**config.mk**
```make
export PLATFORM = sky130hd
export DESIGN_NAME = pipeline_scoreboard_flat
export DESIGN_NICKNAME = d
export VERILOG_FILES = /design/src/rtl/pipeline_scoreboard_if.sv /design/src/rtl/pipeline_scoreboard.sv /design/src/flat_wrapper.sv
export SDC_FILE = /design/constraint.sdc
export NUM_CORES = 1
export LEC_CHECK = 0
export CAP_MARGIN = 30
export CORE_ASPECT_RATIO = 0.6
export CORE_MARGIN = 1
export CORE_UTILIZATION = 51
export DETAILED_ROUTE_END_ITERATION = 10
export PLACE_DENSITY_LB_ADDON = 0.3
export SLEW_MARGIN = 40
export SYNTH_ARGS = -nofsm -noshare
export SYNTH_HDL_FRONTEND = slang
export SYNTH_SLANG_ARGS = --single-unit
```
**constraint.sdc**
```tcl
create_clock -name i_clk -period 11.4 [get_ports i_clk]
set_clock_uncertainty 0.1 [all_clocks]
set_input_delay 2.85 -clock i_clk [delete_from_list [all_inputs] [get_ports i_clk]]
set_output_delay 2.85 -clock i_clk [all_outputs]
set_load 0.01 [all_outputs]
```
**src/rtl/pipeline_scoreboard_if.sv**
```systemverilog
// -----------------------------------------------------------------------------
// pipeline_scoreboard_if
// Bundles the decode-side request, the writeback notification, the flush
// strobe and the scoreboard's status outputs.
//   master : pipeline control (drives decode/writeback/flush, reads status)
//   slave  : the scoreboard itself
// Signals:
//   dec_*            instruction currently held in decode
//   wb_*             register being written back this cycle
//   flush            squash all in-flight tracking
//   stall / bubble   hold fetch+decode / insert NOP into decode/register latch
//   int_busy/fp_busy per-register pending-write bits
//   fp_unit_busy     fp execute unit occupied
//   stall_count      saturating count of stalled cycles
// -----------------------------------------------------------------------------
interface pipeline_scoreboard_if;
    logic        dec_valid;
    logic [4:0]  dec_read_addr_a;
    logic [4:0]  dec_read_addr_b;
    logic        dec_read_a_fp;
    logic        dec_read_b_fp;
    logic        dec_read_a_en;
    logic        dec_read_b_en;
    logic [4:0]  dec_write_addr;
    logic        dec_int_write_enable;
    logic        dec_fp_write_enable;
    logic [4:0]  wb_write_addr;
    logic        wb_int_write_enable;
    logic        wb_fp_write_enable;
    logic        flush;
    logic        stall;
    logic        bubble;
    logic [31:0] int_busy;
    logic [31:0] fp_busy;
    logic        fp_unit_busy;
    logic [15:0] stall_count;

    modport master (
        output dec_valid, dec_read_addr_a, dec_read_addr_b,
               dec_read_a_fp, dec_read_b_fp, dec_read_a_en, dec_read_b_en,
               dec_write_addr, dec_int_write_enable, dec_fp_write_enable,
               wb_write_addr, wb_int_write_enable, wb_fp_write_enable, flush,
        input  stall, bubble, int_busy, fp_busy, fp_unit_busy, stall_count
    );

    modport slave (
        input  dec_valid, dec_read_addr_a, dec_read_addr_b,
               dec_read_a_fp, dec_read_b_fp, dec_read_a_en, dec_read_b_en,
               dec_write_addr, dec_int_write_enable, dec_fp_write_enable,
               wb_write_addr, wb_int_write_enable, wb_fp_write_enable, flush,
        output stall, bubble, int_busy, fp_busy, fp_unit_busy, stall_count
    );
endinterface

```
**src/rtl/pipeline_scoreboard.sv**
```systemverilog
// -----------------------------------------------------------------------------
// pipeline_scoreboard
// Tracks pending register writes for the int and fp register files and the
// occupancy of the multi-cycle fp execute unit, and stalls decode on RAW,
// WAW and fp-unit structural hazards.
// Ports:
//   i_clk    core clock, all state changes on the rising edge
//   i_rst_n  asynchronous active-low reset
//   io_sb    scoreboard interface (slave side), see pipeline_scoreboard_if
// Parameter:
//   FP_LAT   cycles the fp unit stays occupied per fp-writing instruction,
//            legal 1..15 (fits the 4-bit occupancy counter)
// -----------------------------------------------------------------------------
module pipeline_scoreboard #(
    parameter int unsigned FP_LAT = 3
) (
    input logic                  i_clk,
    input logic                  i_rst_n,
    pipeline_scoreboard_if.slave io_sb
);

    localparam logic [3:0] FP_LAT_CNT = 4'(FP_LAT);

    logic [31:0] r_int_busy;
    logic [31:0] r_fp_busy;
    logic [3:0]  r_fp_cnt;
    logic [15:0] r_stall_count;

    logic [31:0] w_int_wb_clr;
    logic [31:0] w_fp_wb_clr;
    logic [31:0] w_dest_onehot;
    logic [31:0] w_int_eff;
    logic [31:0] w_fp_eff;
    logic [31:0] w_int_set;
    logic [31:0] w_fp_set;
    logic        w_raw_a;
    logic        w_raw_b;
    logic        w_waw;
    logic        w_struct;
    logic        w_stall;
    logic        w_issue;

    // Per-register decode of the writeback and destination addresses.
    genvar gi;
    generate
        for (gi = 0; gi < 32; gi++) begin : g_reg
            assign w_int_wb_clr[gi]  = io_sb.wb_int_write_enable &&
                                       (io_sb.wb_write_addr == 5'(gi));
            assign w_fp_wb_clr[gi]   = io_sb.wb_fp_write_enable &&
                                       (io_sb.wb_write_addr == 5'(gi));
            assign w_dest_onehot[gi] = (io_sb.dec_write_addr == 5'(gi));
        end
    endgenerate

    // A writeback landing this cycle already satisfies a dependent, so the
    // hazard check looks through it instead of waiting an extra cycle.
    assign w_int_eff = r_int_busy & ~w_int_wb_clr;
    assign w_fp_eff  = r_fp_busy  & ~w_fp_wb_clr;

    // x0 is hardwired zero and can never be pending.
    assign w_raw_a = io_sb.dec_read_a_en &&
                     (io_sb.dec_read_a_fp ? w_fp_eff[io_sb.dec_read_addr_a]
                                          : ((io_sb.dec_read_addr_a != 5'd0) &&
                                             w_int_eff[io_sb.dec_read_addr_a]));
    assign w_raw_b = io_sb.dec_read_b_en &&
                     (io_sb.dec_read_b_fp ? w_fp_eff[io_sb.dec_read_addr_b]
                                          : ((io_sb.dec_read_addr_b != 5'd0) &&
                                             w_int_eff[io_sb.dec_read_addr_b]));

    assign w_waw = (io_sb.dec_int_write_enable && (io_sb.dec_write_addr != 5'd0) &&
                    w_int_eff[io_sb.dec_write_addr]) ||
                   (io_sb.dec_fp_write_enable && w_fp_eff[io_sb.dec_write_addr]);

    assign w_struct = io_sb.dec_fp_write_enable && (r_fp_cnt != 4'd0);

    // Gated by reset so the outputs are quiet while reset is held, even if
    // the upstream logic is asserting flush.
    assign w_stall = i_rst_n && io_sb.dec_valid && (w_raw_a || w_raw_b || w_waw || w_struct) &&
                     !io_sb.flush;
    assign w_issue = io_sb.dec_valid && !w_stall && !io_sb.flush;

    assign w_int_set = (w_issue && io_sb.dec_int_write_enable && (io_sb.dec_write_addr != 5'd0))
                       ? w_dest_onehot : 32'd0;
    assign w_fp_set  = (w_issue && io_sb.dec_fp_write_enable) ? w_dest_onehot : 32'd0;

    always_ff @(posedge i_clk or negedge i_rst_n) begin
        if (!i_rst_n) begin
            r_int_busy    <= 32'd0;
            r_fp_busy     <= 32'd0;
            r_fp_cnt      <= 4'd0;
            r_stall_count <= 16'd0;
        end else begin
            if (io_sb.flush) begin
                r_int_busy <= 32'd0;
                r_fp_busy  <= 32'd0;
                r_fp_cnt   <= 4'd0;
            end else begin
                // New issue to the same register wins over its writeback.
                r_int_busy <= ((r_int_busy & ~w_int_wb_clr) | w_int_set) & ~32'd1;
                r_fp_busy  <= (r_fp_busy & ~w_fp_wb_clr) | w_fp_set;
                if (w_issue && io_sb.dec_fp_write_enable) begin
                    r_fp_cnt <= FP_LAT_CNT;
                end else if (r_fp_cnt != 4'd0) begin
                    r_fp_cnt <= r_fp_cnt - 4'd1;
                end
            end
            if (w_stall && (r_stall_count != 16'hFFFF)) begin
                r_stall_count <= r_stall_count + 16'd1;
            end
        end
    end

    assign io_sb.stall        = w_stall;
    assign io_sb.bubble       = i_rst_n && (w_stall || io_sb.flush);
    assign io_sb.int_busy     = r_int_busy;
    assign io_sb.fp_busy      = r_fp_busy;
    assign io_sb.fp_unit_busy = (r_fp_cnt != 4'd0);
    assign io_sb.stall_count  = r_stall_count;

endmodule

```
**src/flat_wrapper.sv**
```systemverilog
// flat-port wrapper written by rule: the top's interface ports become plain ports
module pipeline_scoreboard_flat 
#(
    parameter int unsigned FP_LAT = 3
)
  (i_clk, i_rst_n, io_sb_dec_valid, io_sb_dec_read_addr_a, io_sb_dec_read_addr_b, io_sb_dec_read_a_fp, io_sb_dec_read_b_fp, io_sb_dec_read_a_en, io_sb_dec_read_b_en, io_sb_dec_write_addr, io_sb_dec_int_write_enable, io_sb_dec_fp_write_enable, io_sb_wb_write_addr, io_sb_wb_int_write_enable, io_sb_wb_fp_write_enable, io_sb_flush, io_sb_stall, io_sb_bubble, io_sb_int_busy, io_sb_fp_busy, io_sb_fp_unit_busy, io_sb_stall_count);
  pipeline_scoreboard_if io_sb_i ();
  input logic i_clk;
  input logic i_rst_n;
  input wire logic [$bits(io_sb_i.dec_valid)-1:0] io_sb_dec_valid;
  input wire logic [$bits(io_sb_i.dec_read_addr_a)-1:0] io_sb_dec_read_addr_a;
  input wire logic [$bits(io_sb_i.dec_read_addr_b)-1:0] io_sb_dec_read_addr_b;
  input wire logic [$bits(io_sb_i.dec_read_a_fp)-1:0] io_sb_dec_read_a_fp;
  input wire logic [$bits(io_sb_i.dec_read_b_fp)-1:0] io_sb_dec_read_b_fp;
  input wire logic [$bits(io_sb_i.dec_read_a_en)-1:0] io_sb_dec_read_a_en;
  input wire logic [$bits(io_sb_i.dec_read_b_en)-1:0] io_sb_dec_read_b_en;
  input wire logic [$bits(io_sb_i.dec_write_addr)-1:0] io_sb_dec_write_addr;
  input wire logic [$bits(io_sb_i.dec_int_write_enable)-1:0] io_sb_dec_int_write_enable;
  input wire logic [$bits(io_sb_i.dec_fp_write_enable)-1:0] io_sb_dec_fp_write_enable;
  input wire logic [$bits(io_sb_i.wb_write_addr)-1:0] io_sb_wb_write_addr;
  input wire logic [$bits(io_sb_i.wb_int_write_enable)-1:0] io_sb_wb_int_write_enable;
  input wire logic [$bits(io_sb_i.wb_fp_write_enable)-1:0] io_sb_wb_fp_write_enable;
  input wire logic [$bits(io_sb_i.flush)-1:0] io_sb_flush;
  output wire logic [$bits(io_sb_i.stall)-1:0] io_sb_stall;
  output wire logic [$bits(io_sb_i.bubble)-1:0] io_sb_bubble;
  output wire logic [$bits(io_sb_i.int_busy)-1:0] io_sb_int_busy;
  output wire logic [$bits(io_sb_i.fp_busy)-1:0] io_sb_fp_busy;
  output wire logic [$bits(io_sb_i.fp_unit_busy)-1:0] io_sb_fp_unit_busy;
  output wire logic [$bits(io_sb_i.stall_count)-1:0] io_sb_stall_count;
  assign io_sb_i.dec_valid = io_sb_dec_valid;
  assign io_sb_i.dec_read_addr_a = io_sb_dec_read_addr_a;
  assign io_sb_i.dec_read_addr_b = io_sb_dec_read_addr_b;
  assign io_sb_i.dec_read_a_fp = io_sb_dec_read_a_fp;
  assign io_sb_i.dec_read_b_fp = io_sb_dec_read_b_fp;
  assign io_sb_i.dec_read_a_en = io_sb_dec_read_a_en;
  assign io_sb_i.dec_read_b_en = io_sb_dec_read_b_en;
  assign io_sb_i.dec_write_addr = io_sb_dec_write_addr;
  assign io_sb_i.dec_int_write_enable = io_sb_dec_int_write_enable;
  assign io_sb_i.dec_fp_write_enable = io_sb_dec_fp_write_enable;
  assign io_sb_i.wb_write_addr = io_sb_wb_write_addr;
  assign io_sb_i.wb_int_write_enable = io_sb_wb_int_write_enable;
  assign io_sb_i.wb_fp_write_enable = io_sb_wb_fp_write_enable;
  assign io_sb_i.flush = io_sb_flush;
  assign io_sb_stall = io_sb_i.stall;
  assign io_sb_bubble = io_sb_i.bubble;
  assign io_sb_int_busy = io_sb_i.int_busy;
  assign io_sb_fp_busy = io_sb_i.fp_busy;
  assign io_sb_fp_unit_busy = io_sb_i.fp_unit_busy;
  assign io_sb_stall_count = io_sb_i.stall_count;
  pipeline_scoreboard #(.FP_LAT(FP_LAT)) u_core (.i_clk(i_clk), .i_rst_n(i_rst_n), .io_sb(io_sb_i));
endmodule
```
**Word level (Yosys, flattened, before mapping)**

Index checks and enable logic that the tools add are counted.

- Memory bits (writable): 0
- Bits of input ports: 32
- Register bits after elaboration: 84
- Output and inout bits: 83
- Memory bits (read-only): 0
- Bits in latches: 0
- Memories: 0

- Div/mod/pow operators: 0
- $add $sub $neg: 2
- Multiply operators: 0
- Equality and inequality tests: 63
- Reductions and logical operators: 96
- Bitwise gates (word level): 6
- Magnitude comparators: 3
- Shift-type cells: 0
- Muxes and demuxes: 21

Operators by type and width:

| kind | count |
|---|---|
| equality test 5 bit (second input constant) | 32 |
| two-way mux 32 bit | 4 |
| logical AND 1 bit | 82 |
| equality test 5 x 4 -> 1 bit (second input constant) | 16 |
| AND 32 bit | 2 |
| NOT 32 bit | 2 |
| bitwise OR 32 bit | 2 |
| equality test 5 x 3 -> 1 bit (second input constant) | 8 |
| binary-select mux 1 bit (select 5 bit) | 6 |
| equality test 5 x 2 -> 1 bit (second input constant) | 4 |
| < comparator 5 x 6 -> 1 bit (second input constant) | 3 |
| adder 16 x 1 -> 16 bit (second input constant) | 1 |
| != test 16 bit (second input constant) | 1 |
| nonzero test 5 bit | 3 |
| two-way mux 4 bit | 3 |
| equality test 5 x 1 -> 1 bit (second input constant) | 2 |
| logical NOT 5 bit | 2 |
| two-way mux 1 bit | 8 |
| logical OR 1 bit | 5 |
| nonzero test 4 bit | 1 |
| subtractor 4 x 1 -> 4 bit (second input constant) | 1 |
| nonzero test 3 bit | 1 |
| logical NOT 1 bit | 2 |

**Depth between registers and ports, before layout**

- Word-level depth: 22
- Depth in mapped cells: 14
- Mapped depth without buffers: 11

**Worst setup path before layout**

OpenSTA, ideal clock, no wires.

- Path kind: input to output
- From: input port io_sb_wb_write_addr[1]
- To: output port io_sb_bubble
- Cell stages on the path: 13
- Data arrival time: 5.270 ns
- Setup slack: 3.180 ns
- Cell sequence: buf_2 -> nand2b_4 -> buf_6 -> o21a_1 -> mux4_2 -> a32oi_1 -> nand3_1 -> a22o_1 -> o41ai_2 -> buf_6 -> buf_6 -> nor2_1 -> o21a_1

- Word-level cells in the longest chain between the ends: 16
- Elaborated cells on any way between the ends: 128

RTL lines:

| item | RTL line | text |
|---|---|---|
| start: declaration | flat_wrapper.sv:20 | `input wire logic [$bits(io_sb_i.wb_write_addr)-1:0] io_sb_wb_write_addr;` |
| equality test 5 x 1 -> 1 bit (tied with other cells) | pipeline_scoreboard.sv:48, pipeline_scoreboard.sv:50 |  |
| logical AND 1 bit | pipeline_scoreboard.sv:47 | `assign w_int_wb_clr[gi] = io_sb.wb_int_write_enable &&` |
| NOT 32 bit | pipeline_scoreboard.sv:57 | `assign w_int_eff = r_int_busy & ~w_int_wb_clr;` |
| AND 32 bit | pipeline_scoreboard.sv:57 |  |
| binary-select mux 1 bit (select 5 bit) (on tied branches) | pipeline_scoreboard.sv:64, pipeline_scoreboard.sv:68 |  |
| two-way mux 1 bit (on tied branches) | pipeline_scoreboard.sv:64, pipeline_scoreboard.sv:68 |  |
| logical AND 1 bit (on tied branches) | pipeline_scoreboard.sv:63, pipeline_scoreboard.sv:67 |  |
| two-way mux 1 bit (on tied branches) | pipeline_scoreboard.sv:62, pipeline_scoreboard.sv:66 |  |
| logical AND 1 bit (on tied branches) | pipeline_scoreboard.sv:61, pipeline_scoreboard.sv:65 |  |
| logical OR 1 bit | pipeline_scoreboard.sv:78 | `assign w_stall = i_rst_n && io_sb.dec_valid && (w_raw_a \|\| w_raw_b \|\| w_waw \|\| w_struct) &&` |
| logical OR 1 bit * (2 in series) | pipeline_scoreboard.sv:78 |  |
| logical AND 1 bit * (2 in series) | pipeline_scoreboard.sv:78 |  |
| logical OR 1 bit * | pipeline_scoreboard.sv:114 | `assign io_sb.bubble = i_rst_n && (w_stall \|\| io_sb.flush);` |
| logical AND 1 bit * | pipeline_scoreboard.sv:114 |  |
| end: declaration | flat_wrapper.sv:25 | `output wire logic [$bits(io_sb_i.bubble)-1:0] io_sb_bubble;` |

Mark *: on every way between the ends. The rest lies on a longest branch, timed or not. The select of a mux whose other input is x is not followed.

**Worst setup path after layout**

Ends and elaborated chain as after synthesis.

==> summary.txt <==
Clocking
  • CTS tree: built
  • CTS buffer count: 9
  • Num Clock Sinks: 83
  • Clock latency on the worst-skew pair: 350 ps
  • Cts hold-fix bufs: 0
  • CTS root buffer: clkbuf_16
  • CTS-repair resized insts: 0
  • CTS H-tree lvls: 3
  • Setup bufs post-CTS: 0
  • CTS clock-pin slew for the worst setup and hold paths: 70 ps
  • Clock tree buffer depth: 2

Min path
  • Class of the worst hold path: reg2reg
  • Hold wc startpoint: u_core.io_sb.stall_count[10]
  • Hold Path Sink: u_core.io_sb.stall_count[10]
  • Hold Crit Depth: 1

Power
  • VDD IR max: 0.0000932 V
  • Logic gate share of total power: 25.3%
  • Leak pwr: 2.91 nW
  • Net switching fraction of the power: 34.2%
  • Internal power: 0.567 mW
  • Total Power: 0.862 mW
  • Power density cells: 113 nW/µm²
  • Sequential power share: 37.5%
  • Psw: 0.295 mW
  • Clock power share: 37.2%

Yosys
  • Top-count cell post-synth: dfrtp_1
  • Seq/Total Area, Yosys: 33.3%
  • Synth area leaders: dfrtp_1 (33%), o22ai_1 (4.4%), o21ai_0 (4.3%)
  • #FFs+latches synth: 83
  • Yosys top cell area share: 33.3%
  • Post-synth EDFFs: 0
  • Gate Count Post-Synth: 722
  • Synth async-reset ratio: 100%
  • Synthesized area: 6230 µm²
  • Yosys warnings: 0
  • Ys flop type: dfrtp_1
  • Library cells used by synthesis: 79
  • Syn Area/Cell: 8.63 µm²
  • Largest area contributor in the synthesized netlist: dfrtp_1
  • Syn nets: 756
  • Most frequent cells after synthesis: dfrtp_1 (83), o21ai_0 (54), nor2_1 (53)

Setup path
  • RR Startpoint: u_core.io_sb.int_busy[27]
  • Worst path max stage delay: 930 ps
  • Worst R2R End: u_core.io_sb.fp_busy[3]
  • Startpoint class of the critical path: input port
  • Top Family by Delay on Critical Path: buffers and inverters
  • Setup CP Type: in2out
  • WP buf/inv: 3
  • Endpoint type of the worst setup path: output port
  • Critical Path Slowest Stage Cell: clkdlybuf4s50_1
  • Worst-path fanout max: 38
  • Stages on worst setup path: 12
  • Cell breakdown of the critical path: clkdlybuf4s50_1 > nand2b_1 > o21ai_0 > mux2_2 > nor3_1 > o41ai_1 > a32oi_1 > o41ai_4 > buf_4 > nor2_1 > o21a_1 > clkdlybuf4s50_1
  • CP most frequent cell: clkdlybuf4s50_1
  • R2R Setup Slk: 7910 ps
  • Req. time, crit path: 8450 ps
  • Worst EP arrival: 7630 ps
  • Reg2reg path depth: 9

STA
  • Final setup vio count: 0
  • Max Fclk: 94.5 MHz
  • Slew Limit Headroom: 37.5%
  • Slew @ Worst Pin: 938 ps
  • Final Max Tran Viols: 0
  • Final worst-path cycle share: 92.8%
  • Final Hold Viols: 0
  • Min cycle time layout: 10,580 ps
  • Unrepaired setup endpoints after global routing: no
  • Setup TNS: 0 ps

Floorplanning
  • Die Area: 12,700 µm²
  • Initial Util: 53.7%
  • Die Span X: 145 µm
  • Total I/O pin count: 115
  • Core area: 11,600 µm²
  • Die height: 87.6 µm
  • Row count: 30

Cells and area
  • Post-Route Utilization: 65.7%
  • Layout cells sized above 1: 8.78%
  • Register area: 2080 µm²
  • Fillers: 970
  • Synthesis-to-finish area growth: 22.4%
  • Fin nets: 826
  • Antenna diodes: 0
  • Multi-input logic area: 3790 µm²

Routing
  • WL final: 28,800 µm
  • Post-route antenna net violation count: 0
  • DR iter-0 viols: 1,313
  • Pre-Repair DR Iteration Count: 9
  • WL per Instance: 30.1 µm
  • Via Count: 7,263
  • Via-to-Cell Ratio: 7.59
  • Number of remaining DRC errors: 0

Global route
  • GRT overflow: 0
  • Initial antenna violation count: 0
  • GRT Resource Usage Total: 45.9%
  • Largest net degree at the start of global routing: 64
  • Vias in the first global route: 6,506
  • Global-route wire length before repair: 41,400 µm

Place
  • DP HPWL: 21,200 µm
  • Placer Congestion: 1.11
  • Buffers on Ports: 113

Run status
  • Run status: completed

Job
  • Max-Cap Viols: 0
## per-stage QoR
step,std cells,cell area (µm²),setup WS (ps),hold WS (ps)
floorplan,722,6230,3180,415
global placement,941,7310,1160,372
detailed placement,941,7300,1150,392
CTS,957,7620,1100,408
global route,957,7620,771,430
finish,957,7620,820,408
## worst register-to-register path: cells and delay by family (launching register included)
family	cells	cell delay, ps
and+or+nand+nor	1	290
muxes	1	560
DFF	1	450
buffers and inverters	1	450
AOI/OAI and AO/OA	6	1530
## how the worst max path moves through the flow
| stage | slack (ps) | start | to |
|---|---|---|---|
| detailed placement | 1150 | io_sb_wb_write_addr[1] | io_sb_bubble |
| floorplan | 3180 | io_sb_wb_write_addr[1] | io_sb_bubble |
| global placement | 1160 | io_sb_wb_write_addr[1] | io_sb_bubble |
| CTS | 1100 | io_sb_wb_write_addr[1] | io_sb_bubble |
| finish | 820 | io_sb_wb_write_addr[1] | io_sb_bubble |
| global route | 770 | io_sb_wb_write_addr[1] | io_sb_bubble |
## final cells by class
cell class	count	share of cell area, %
flip-flops and latches	83	27.2
well taps	160	2.63
clock inverters	7	1.23
clock buffers	9	2.95
inverters	15	0.739
multi-input cells	562	49.7
repair buffers	121	15.5
## layer usage
metal | up-vias | global-route usage [%] | wire, µm
li1 | 2933 | - | -
met5 | - | 3.76 | 63
met2 | 810 | 59.0 | 10700
met3 | 128 | 22.3 | 5680
met4 | 2 | 13.2 | 953
met1 | 3390 | 66.1 | 11400
## cells in the final DEF (no fill, tap or decap), types with 9 or more instances in the layout
cell / count
o21ai_1: 10
a22oi_1: 13
clkbuf_16: 9
a21oi_1: 27
nand3_1: 31
nor2b_1: 10
o211ai_1: 13
buf_4: 9
nor4_1: 10
nor3_1: 19
a31oi_1: 9
o21ai_0: 54
nand4_1: 17
inv_1: 13
o22ai_1: 44
xor2_1: 17
nor2_1: 52
nand2_1: 46
mux2_2: 14
dfrtp_1: 83
clkdlybuf4s50_1: 110
mux2i_1: 21
## sequential cells by signal, summed over array words and instances (netlist names)
signal / cells
u_core.r_fp_cnt: 4
u_core.io_sb.int_busy: 31
u_core.io_sb.fp_busy: 32
u_core.io_sb.stall_count: 16
## power by group through the flow
stage	clock, mW	sequential, mW	combinational [mW]
6_report	0.321	0.323	0.218
5_1_grt	0.330	0.324	0.228
4_1_cts	0.319	0.323	0.209
3_5_place_dp	0	0.328	0.208
3_3_place_gp	0	0.326	0.204
2_1_floorplan	0	0.330	0.123
## logic make-up (layout without fill, tap and decap cells)
logic type | Yosys count | count (layout) | share of synthesized area [%]
flops | 83 | 83 | 33.3
simple gates | 248 | 248 | 22.4
compound gates | 250 | 250 | 27.1
buf+inv | 77 | 152 | 6.01
other cells | 1 | 1 | 0.0602
mux | 41 | 41 | 7.89
xor+xnor | 20 | 20 | 2.81
fa+ha+maj | 2 | 2 | 0.402
No activity file was read; power rests on OpenSTA's default activity.
